`src/rtl/act_rr_arbiter.sv`:
```
// Round-robin arbiter that shares one activation unit between NUM_REQ producers.
// A tag pipe matched to the unit latency routes each result back to its owner.
module act_rr_arbiter #(
  parameter int NUM_REQ = 4,
  parameter int DATA_W  = 8,
  parameter int LAT     = 1,
  parameter int BURST   = 4,
  parameter int ID_W    = $clog2(NUM_REQ)
) (
  input  logic                      clk,
  input  logic                      rst,
  input  logic                      en,
  input  logic [NUM_REQ-1:0]        req_valid,
  input  logic [NUM_REQ*DATA_W-1:0] req_data,
  output logic [NUM_REQ-1:0]        req_ready,
  output logic [DATA_W-1:0]         act_in_data,
  output logic                      act_in_valid,
  input  logic [DATA_W-1:0]         act_out_data,
  input  logic                      act_out_valid,
  output logic [DATA_W-1:0]         res_data,
  output logic [NUM_REQ-1:0]        res_valid,
  output logic [ID_W-1:0]           grant_id,
  output logic                      idle,
  output logic                      err
);

  localparam int BW = $clog2(BURST) + 1;

  typedef enum logic {IDLE, SERVE} state_t;

  state_t          state, state_nxt;
  logic [ID_W-1:0] cur, cur_nxt, ptr, ptr_nxt, cur_inc, act_in_id;
  logic [BW-1:0]   beats, beats_nxt;
  logic            beat;
  logic [ID_W:0]   pick_ptr, pick_next;
  logic [LAT-1:0]  tag_v;
  logic [ID_W-1:0] tag_id [LAT];

  // Returns {found, index} of the first set bit in v scanning base, base+1, ... with wrap.
  function automatic logic [ID_W:0] pick_from(input logic [NUM_REQ-1:0] v,
                                              input logic [ID_W-1:0]    base);
    logic [ID_W:0] r;
    int unsigned   idx;
    r = '0;
    for (int unsigned k = NUM_REQ; k > 0; k--) begin
      idx = 32'(base) + k - 1;
      if (idx >= NUM_REQ) idx = idx - NUM_REQ;
      if (v[idx[ID_W-1:0]]) r = {1'b1, idx[ID_W-1:0]};
    end
    return r;
  endfunction

  always_comb begin
    req_ready = '0;
    if (state == SERVE && en) req_ready[cur] = 1'b1;
  end

  assign beat      = req_valid[cur] & req_ready[cur];
  assign cur_inc   = (cur == ID_W'(NUM_REQ - 1)) ? '0 : cur + 1'b1;
  assign pick_ptr  = pick_from(req_valid, ptr);
  assign pick_next = pick_from(req_valid, cur_inc);

  always_ff @(posedge clk or negedge rst) begin
    if (!rst) begin
      state <= IDLE;
      cur   <= '0;
      ptr   <= '0;
      beats <= '0;
    end else begin
      state <= state_nxt;
      cur   <= cur_nxt;
      ptr   <= ptr_nxt;
      beats <= beats_nxt;
    end
  end

  always_comb begin
    state_nxt = state;
    cur_nxt   = cur;
    ptr_nxt   = ptr;
    beats_nxt = beats;
    unique case (state)
      IDLE: begin
        if (en && pick_ptr[ID_W]) begin
          state_nxt = SERVE;
          cur_nxt   = pick_ptr[ID_W-1:0];
          beats_nxt = '0;
        end
      end
      SERVE: begin
        if (!en) begin
          state_nxt = IDLE;
          ptr_nxt   = cur_inc;
          beats_nxt = '0;
        end else if (!req_valid[cur] || (beat && beats == BW'(BURST - 1))) begin
          // Burst end or bubble: hand over on the same edge, cur is searched last.
          beats_nxt = '0;
          ptr_nxt   = cur_inc;
          if (pick_next[ID_W]) cur_nxt = pick_next[ID_W-1:0];
          else                 state_nxt = IDLE;
        end else if (beat) begin
          beats_nxt = beats + 1'b1;
        end
      end
    endcase
  end

  always_ff @(posedge clk or negedge rst) begin
    if (!rst) begin
      act_in_data  <= '0;
      act_in_valid <= 1'b0;
      act_in_id    <= '0;
      tag_v        <= '0;
      for (int unsigned i = 0; i < LAT; i++) tag_id[i] <= '0;
      res_data     <= '0;
      res_valid    <= '0;
      err          <= 1'b0;
    end else begin
      act_in_valid <= beat;
      if (beat) begin
        act_in_data <= req_data[cur*DATA_W +: DATA_W];
        act_in_id   <= cur;
      end
      tag_v[0]  <= act_in_valid;
      tag_id[0] <= act_in_id;
      for (int unsigned i = 1; i < LAT; i++) begin
        tag_v[i]  <= tag_v[i-1];
        tag_id[i] <= tag_id[i-1];
      end
      res_valid <= '0;
      if (act_out_valid && tag_v[LAT-1]) begin
        res_data  <= act_out_data;
        res_valid <= NUM_REQ'(1) << tag_id[LAT-1];
      end
      if (act_out_valid != tag_v[LAT-1]) err <= 1'b1;
    end
  end

  assign grant_id = cur;
  assign idle     = (state == IDLE) & ~act_in_valid & ~|tag_v & ~|res_valid;

endmodule

```
`config.mk`:
```
export PLATFORM = sky130hd
export DESIGN_NAME = act_rr_arbiter
export DESIGN_NICKNAME = d
export VERILOG_FILES = /design/src/rtl/act_rr_arbiter.sv
export SDC_FILE = /design/constraint.sdc
export NUM_CORES = 1
export LEC_CHECK = 0
export CORE_MARGIN = 5
export CORE_UTILIZATION = 47
export CTS_CLUSTER_SIZE = 14
export DETAILED_ROUTE_END_ITERATION = 10
export PLACE_DENSITY = 0.85
export SLEW_MARGIN = 20
export SYNTH_ARGS = -nofsm -noshare
export SYNTH_HDL_FRONTEND = slang
export SYNTH_SLANG_ARGS = --single-unit
```
`constraint.sdc`:
```
create_clock -name clk -period 4.35 [get_ports clk]
set_input_delay 0.6525 -clock clk [delete_from_list [all_inputs] [get_ports clk]]
set_output_delay 0.6525 -clock clk [all_outputs]
set_load 0.005 [all_outputs]
```
# Yosys cells after proc, flatten, opt, wreduce, memory -nomap -nowiden
# Index checks and enable logic that the tools add are counted.
# Widths: inputs -> output; s select.
[word_totals]
ff_bits = 35
output_inout_bits = 29
elab_cells = 144
[op_classes]
n_addsub = 26
order_cmp = 18
eq_ne = 9
n_shift = 2
n_mux = 58
n_bitwise = 6
n_reduce_logical = 13
[op_table]
columns = ["operator", "count"]
rows = [
  ["$ge 32x3->1 const B", 8],
  ["$mux 3", 12],
  ["$shiftx 32x6->8", 1],
  ["$mux 2", 15],
  ["$lt 2x3->1 const B", 9],
  ["$sub 3x1->4 const B", 6],
  ["$bmux 1 s2", 10],
  ["$sub 2x1->2 const B", 8],
  ["$mux 1", 15],
  ["$add 2x2->3 const B", 4],
  ["$sub 4x1->5 const B", 2],
  ["$add 2x3->4 const B", 2],
  ["$mux 4", 2],
  ["$add 2x1->3 const B", 2],
  ["$ne 2x1->1 const B", 3],
  ["$pmux 3 s2", 1],
  ["$logic_and 1x1->1", 5],
  ["$and 1x1->1", 4],
  ["$ne 2x2->1 const B", 2],
  ["$ne 4x2->1 const B", 1],
  ["$pmux 2 s2", 1],
  ["$reduce_and 2->1", 2],
  ["$reduce_and 4->1", 1],
  ["$reduce_or 4->1", 1],
  ["12 further kinds", 15],
]

# Logic depth before layout (Yosys ltp)
# Gate-level depths: netlist (run 1).
[depth]
ltp_word = 16
depth_mapped = 9

# Least setup slack after synthesis (run 1)
# OpenSTA, ideal clock, no wires.
[synth_timing]
path_kind = "register -> register"
start = "register cur[0] (netlist: grant_id[0])"
end = "register cur[0] (netlist: grant_id[0])"
setup_ps = 123
t_arrival_ps = 2150
path_slack_ps = 2078
path_stages_with_launch = 10
period_less_slack_ps = 2272
path_cell_list = "dfrtp_1 -> buf_4 -> inv_1 -> ha_1 -> clkbuf_1 -> o21bai_1 -> a21oi_1 -> a2111oi_0 -> or4_1 -> o221a_2"
[synth_via]
elab_chain_cells = 16
elab_cells_between_ends = 56
classes_between = "add/sub: 13; order compare: 6; eq/ne: 3; mux: 28; bitwise: 1; reduce/logical: 5"
[synth_lines]
columns = ["element", "line", "text"]
rows = [
  ["start: declaration", "32", "logic [ID_W-1:0] cur, cur_nxt, ptr, ptr_nxt, cur_inc, act_in_id;"],
  ["start signal: assignment", "71", "cur <= cur_nxt;"],
  ["$add 2x1->2 or $eq 2x2->1 (tied branches)", "59", "assign cur_inc = (cur == ID_W'(NUM_REQ - 1)) ? '0 : cur + 1'b1;"],
  ["$mux 2 (*)", "59", ""],
  ["named net cur_inc[1]", "32", ""],
  ["$add 2x3->4", "46", "idx = 32'(base) + k - 1;"],
  ["$sub 4x1->5", "46", ""],
  ["$ge 32x3->1 or $sub 2x1->2 (tied branches)", "47", "if (idx >= NUM_REQ) idx = idx - NUM_REQ;"],
  ["$mux 2", "47", ""],
  ["$bmux 1 s2", "48", "if (v[idx[ID_W-1:0]]) r = {1'b1, idx[ID_W-1:0]};"],
  ["$mux 1 (not written as such)", "48", ""],
  ["$mux 3 (3 in series)", "48", ""],
  ["$mux 3 (*)", "48", ""],
  ["$mux 2", "99", "if (pick_next[ID_W]) cur_nxt = pick_next[ID_W-1:0];"],
  ["$mux 2", "95", "end else if (!req_valid[cur] || (beat && beats == BW'(BURST - 1))) begin"],
  ["$mux 2", "91", "if (!en) begin"],
  ["$pmux 2 s2", "82", "unique case (state)"],
]
# The timed path passes the listed nets; every way through them passes the cells marked *. The select of a mux whose other input is x is not followed.
# A chain may end at the register's enable or synchronous reset.

# Worst setup path after layout (run 1)
[layout_timing]
start = "register cur[0] (netlist: grant_id[0])"
end = "output port req_ready[3]"
[layout_via]
elab_chain_cells = 5
elab_cells_between_ends = 6
classes_between = "order compare: 2; mux: 3; reduce/logical: 1"
[layout_lines]
columns = ["element", "line", "text"]
rows = [
  ["$lt 2x3->1 (not written as such) or $ge 2x1->1 (tied branches)", "55", "if (state == SERVE && en) req_ready[cur] = 1'b1;"],
  ["$logic_and 1x1->1 (not written as such)", "55", ""],
  ["$mux 1 (not written as such)", "55", ""],
  ["$demux 1 s2 (*)", "55", ""],
  ["$mux 4 (*)", "55", ""],
  ["end: declaration", "15", "output logic [NUM_REQ-1:0] req_ready,"],
]
# Every way passes the cells marked *; elsewhere a longest branch is shown, timed or not.

==> results.cfg, run 1 <==
[run_status]
run_status = finished clean

[drt]
drt_iter0_drc = 35
wire_per_inst_um = 16.12
finalWirelength_mm = 4.610
detailedRoute.firstPassIterationCount = 4
vias_per_cell = 5.636
vias = 1612
drc = 0
ant_nets = 0

[global_route]
grt_max_degree = 36
grt_usage_pct = 16.97
grt_pass1_vias = 1628
grt_overflow_total = 0
grt_pass1_wl_mm = 7.314
antenna_found_initial = 0

[timing]
post-route-min-period_ns = 2.998
finalSetupViolCount = 0
finalMaxSlewViolations = 0
rsz0062_at_grt = false
post-route-period-util_pct = 68.92
fmax_mhz = 333.5
fin_skew_ns = 0.003505
finalHoldViolCount = 0
tightestPinTransition_ns = 0.6624
tns_ns = 0
slew_headroom_pct = 55.84

[hold_path]
hold_depth = 0
hold_path_startpoint = act_in_id[0]$_DFFE_PN0P_
hold_class = register to register

[power]
peakVddDrop_mv = 0.3098
p_per_area_nw_per_um2 = 537.4
p_leak_nw = 1.230

[floorplan]
start_util_pct = 48.76
dieArea_um2 = 5573
ios = 77
row_count = 23
fp.coreArea_um2 = 4029
dieWidth_um = 74.65
die-height_um = 74.65

[logic_synthesis]
synth.top_cell.area_share_pct = 44.59
synth_area_per_cell_um2 = 12.05
syn-num-nets = 218
seq_area_frac_synth_pct = 44.59
ys_ff_latch = 35
yosys-top-cells-count = 35 x dfrtp_1, 18 x mux2_2, 13 x nand2_1
synthArstFlopShare_pct = 100.0
yosys.area.top_type = dfrtp_1
synth.top_cells.by_area = dfrtp_1 45%, mux2_2 10%, mux4_2 10%
synthCells = 163
synth.most_common_cell = dfrtp_1
yosysUniqueCellTypes = 46
synth_edf_count = 0
ys.flop_type = dfrtp_1
synth_area_um2 = 1964
yosys_warnings = 0

[final_layout]
nets = 290
final_util_pct = 70.84
antenna_cells = 0
area_delta_synth_final_pct = 45.29
drive_gt1_share_pct = 17.80

[worst_setup_path]
crit_type = register to output port
crit_slowest_cell = dfrtp_1
worstReg2RegStart = grant_id[0]$_DFFE_PN0P_
crit_chain = buf_4 -> ha_1 -> and3_1 -> clkdlybuf4s50_1
r2r_cells = 7
critPathLaunchType = register
max_stage_delay_ns = 0.77
crit_arrival_ns = 2.35
cp.required_ns = 3.70
crit_path_max_fanout = 13
startpoint = grant_id[0]$_DFFE_PN0P_
end_kind = output port

[clocking]
ctsResizeCount = 0
clk_transition_reported_paths_ns = 0.07
clk_latency_ns = 0.28
clock_sinks = 35
h-tree-depth = 2
numCtsBuffers = 5
cts_max_path_buffers = 2
cts_tree = yes
cts_hold_buf = 0
cts-root-buf = clkbuf_8
cts_setup_buffers = 0

[flow_run]
maxCapViolCount = 0

[place]
gp_congestion = 0.8422
hpwl_mm = 3.575
port_buffers = 76
==> critical path, delay by kind of cell, from the launching register on <==
kind | cells | cell delay (ns)
buffers and inverters | 2 | 0.82
flip-flops | 1 | 0.77
adder cells (fa/ha/maj) | 1 | 0.29
AND/OR/NAND/NOR | 1 | 0.19
==> cell type report <==
type / instances / area, um2
fill: 317 / 1175
multi-input combinational: 108 / 994.7
sequential: 35 / 875.8
timing repair buffer: 78 / 775.7
clock buffer: 6 / 82.58
tap: 50 / 62.56
clock inverter: 2 / 35.03
inverter: 7 / 27.53
==> state kept, by name, indices dropped and copies added, names as in the netlist <==
register      flops
res_valid         4
act_in_data       8
tag_id            2
err               1
act_in_valid      1
ptr               2
tag_v             1
grant_id          2
res_data          8
act_in_id         2
beats             3
state             1
==> layer usage <==
metal	part of all wire (%)	vias to the layer above	wire length (um)	GRT usage (%)
met4	1.3	0	61	4.941
li1	-	752	-	-
met3	9.1	9	421	4.406
met2	50	85	2321	30.15
met1	39	766	1805	20.28
met5	0	-	0	0
==> metrics by stage <==
stage	cells	worst slack [ns]	power (mW)	hold WS [ns]	area (um2)
after floorplan	163	2.078	0.9414	0.3535	1964
after global placement	278	1.632	1.228	0.3581	2736
after detailed placement	278	1.584	1.256	0.3616	2736
after CTS	286	1.318	1.555	0.3786	2854
after global routing	286	1.194	1.641	0.3883	2854
final	286	1.352	1.534	0.3769	2854
==> path summary, 6_finish.rpt <==
path	slack (ns)	endpoint
min	0.38	tag_id[0]$_DFF_PN0_
max in group asynchronous	3.27	res_data[6]$_DFFE_PN0P_
max	1.35	req_ready[3]
max reg2reg	1.66	grant_id[0]$_DFFE_PN0P_
min in group asynchronous	0.78	beats[0]$_DFFE_PN0P_
min reg2reg	0.38	tag_id[0]$_DFF_PN0_
==> placed cells by master, fill, tap and decap left out, types with 2 or more instances in the layout <==
master,Yosys,final
clkbuf_8,0,6
or4_1,2,2
and3b_1,2,2
clkdlybuf4s50_1,0,76
nor3b_1,2,2
o21bai_1,2,2
mux2_2,18,18
nand2_1,13,13
o41ai_1,2,2
a21oi_1,4,4
mux2i_1,5,5
and3_1,5,5
a21boi_0,2,2
dfrtp_1,35,35
nand3_1,3,3
buf_4,2,2
clkinv_2,1,2
nor2_1,3,3
nand2b_1,3,3
inv_1,6,6
o21ai_0,4,4
ha_1,7,7
mux4_2,9,9
nor2b_1,2,2
==> power by group <==
group          switching (mW)  internal (mW)  leakage [nW]
sequential              0.120          0.435         0.446
clock                   0.108          0.185        0.0612
combinational           0.252          0.434         0.723
==> cell families after synthesis <==
group	count (synthesis)	synth area share (%)
and+or+nand+nor	40	11.02
DFF	35	44.59
muxes	32	23.18
AOI/OAI and AO/OA	29	11.98
buffers and inverters	20	4.777
adders and majority gates	7	4.458
Note: power is estimated with default switching activity, not from simulation.
==> run 2: changes to the inputs <==
- CORE_UTILIZATION: 47 -> 39
- PLACE_DENSITY: 0.85 -> 0.76
- clock period: 4.35 -> 2.7 ns (I/O delays scaled with it)
==> run 2 against run 1 <==
Cell area up 1.4%. Clock power up 38%. Critical path depth unchanged. Register-to-register slack worse by 1.3 ns. Via count down 1.9%. Routed wire length up 3.5%. Utilization down 11 points. Critical endpoint is now req_ready[1]. Largest cell class unchanged.
==> results.cfg, run 2 (synthesis gave the netlist of run 1 again) <==
[global_route]
grt_overflow_total = 0
grt_pass1_wl_mm = 7.693
antenna_found_initial = 0
grt_pass1_vias = 1583
grt_max_degree = 36
grt_usage_pct = 15.22

[worst_setup_path]
crit_arrival_ns = 1.96
cp.required_ns = 2.30
critPathLaunchType = register
crit_type = register to output port
crit_path_max_fanout = 21
end_kind = output port

[place]
port_buffers = 76
gp_congestion = 0.7999
hpwl_mm = 3.650
place_ws_ns = 0.2706

[drt]
detailedRoute.firstPassIterationCount = 4
drt_iter0_drc = 42
wire_per_inst_um = 15.49
vias = 1582
drc = 0
finalWirelength_mm = 4.770
ant_nets = 0
vias_per_cell = 5.136

[floorplan]
fp.coreArea_um2 = 4817
start_util_pct = 40.78
ios = 77
die-height_um = 80.97
row_count = 25
dieArea_um2 = 6556
dieWidth_um = 80.97

[timing]
tns_ns = 0
finalHoldViolCount = 0
finalMaxSlewViolations = 0
post-route-period-util_pct = 87.74
slew_headroom_pct = 63.52
timing.final.ws_setup_ns = 0.3311
finalSetupViolCount = 0
post-route-min-period_ns = 2.369
rsz0062_at_grt = false
fin_skew_ns = 0.004362
tightestPinTransition_ns = 0.5456
fmax_mhz = 422.1

[power]
peakVddDrop_mv = 0.4051
p_leak_nw = 1.245
p_sw_mw = 0.7679
pwr-share-clk_pct = 16.8
switching_share_pct = 31.82
power_frac_comb_pct = 48.7
p_int_mw = 1.645
power_frac_seq_pct = 34.5
p_per_area_nw_per_um2 = 833.5

[clocking]
h-tree-depth = 2
cts_tree = yes
cts_hold_buf = 0
ctsResizeCount = 0
cts_setup_buffers = 0
cts_max_path_buffers = 2
cts-root-buf = clkbuf_8
clock_sinks = 35
clk_transition_reported_paths_ns = 0.07
clk_latency_ns = 0.28
numCtsBuffers = 5

[final_layout]
final_common_cell = clkdlybuf4s50_1
top_regs = act_in_data x8, res_data x8, res_valid x4
final_util_pct = 60.10
nets = 295
area_delta_synth_final_pct = 47.39
drive_gt1_share_pct = 19.09
final_cell_mix = 76 x clkdlybuf4s50_1, 35 x dfrtp_1, 18 x mux2_2
antenna_cells = 0

[run_status]
run_status = finished clean

[flow_run]
maxCapViolCount = 0

[hold_path]
hold_class = register to register
## run 2: changes by cell type in the layout (fill, tap and decap cells not counted)
cell / change
clkinv_2: -1
clkbuf_8: +1
buf_4: +5
bufinv_16: -1
clkbuf_1: +1
## run 2: worst max-delay path, stage by stage (launching register included)
cell and delay, ns:
dfrtp_1 0.44, buf_4 0.34, ha_1 0.22, and3_1 0.16
clkdlybuf4s50_1 0.53
## run 2: worst paths after layout
kind,slack [ns],startpoint,cells past startpoint,to
max,0.33,grant_id[0]$_DFFE_PN0P_,4,req_ready[1]
min,0.38,act_in_id[0]$_DFFE_PN0P_,0,tag_id[0]$_DFF_PN0_
max reg2reg,0.40,grant_id[1]$_DFFE_PN0P_,7,grant_id[0]$_DFFE_PN0P_
min reg2reg,0.38,act_in_id[0]$_DFFE_PN0P_,0,tag_id[0]$_DFF_PN0_
max in group asynchronous,1.84,rst,2,beats[2]$_DFFE_PN0P_
min in group asynchronous,0.56,rst,2,res_data[2]$_DFFE_PN0P_
## run 2: layer usage
| layer | share of wire [%] | track usage (%) | vias to the layer above |
|---|---|---|---|
| met5 | 0 | 0 | - |
| met2 | 49 | 26.03 | 65 |
| met3 | 7.9 | 4.435 | 2 |
| met4 | 0.27 | 3.041 | 0 |
| met1 | 43 | 19.19 | 753 |
| li1 | - | - | 762 |
## run 2: final cells by class
| class | instances | area, um2 |
|---|---|---|
| inverter | 7 | 27.53 |
| timing repair buffer | 83 | 813.3 |
| fill | 420 | 1922 |
| sequential | 35 | 875.8 |
| clock buffer | 8 | 100.1 |
| tap | 67 | 83.83 |
| multi-input combinational | 108 | 994.7 |
## run 2: power groups by stage
stage | clock network (mW) | registers, mW | logic, mW
final | 0.405 | 0.832 | 1.18
after global placement | 0 | 0.834 | 1.17
after global routing | 0.440 | 0.864 | 1.29
after CTS | 0.418 | 0.834 | 1.19
after detailed placement | 0 | 0.842 | 1.19
after floorplan | 0 | 0.830 | 0.687
## run 2: stage by stage
stage                     instance area [um2]  hold WS (ns)  power (mW)  std cells
final                                    2895        0.3781       2.413        308
after global placement                   2795        0.3613       2.001        300
after CTS                                2895        0.3785       2.446        308
after floorplan                          1964        0.1094       1.517        163
after detailed placement                 2795        0.3612       2.033        300
after global routing                     2895        0.3973       2.598        308
==> run 3: changes to the inputs <==
- ABC_CLOCK_PERIOD_IN_PS: not set -> 2700
==> results of run 3 <==
The final DEF is identical to that of run 2; final timing and power are the same.
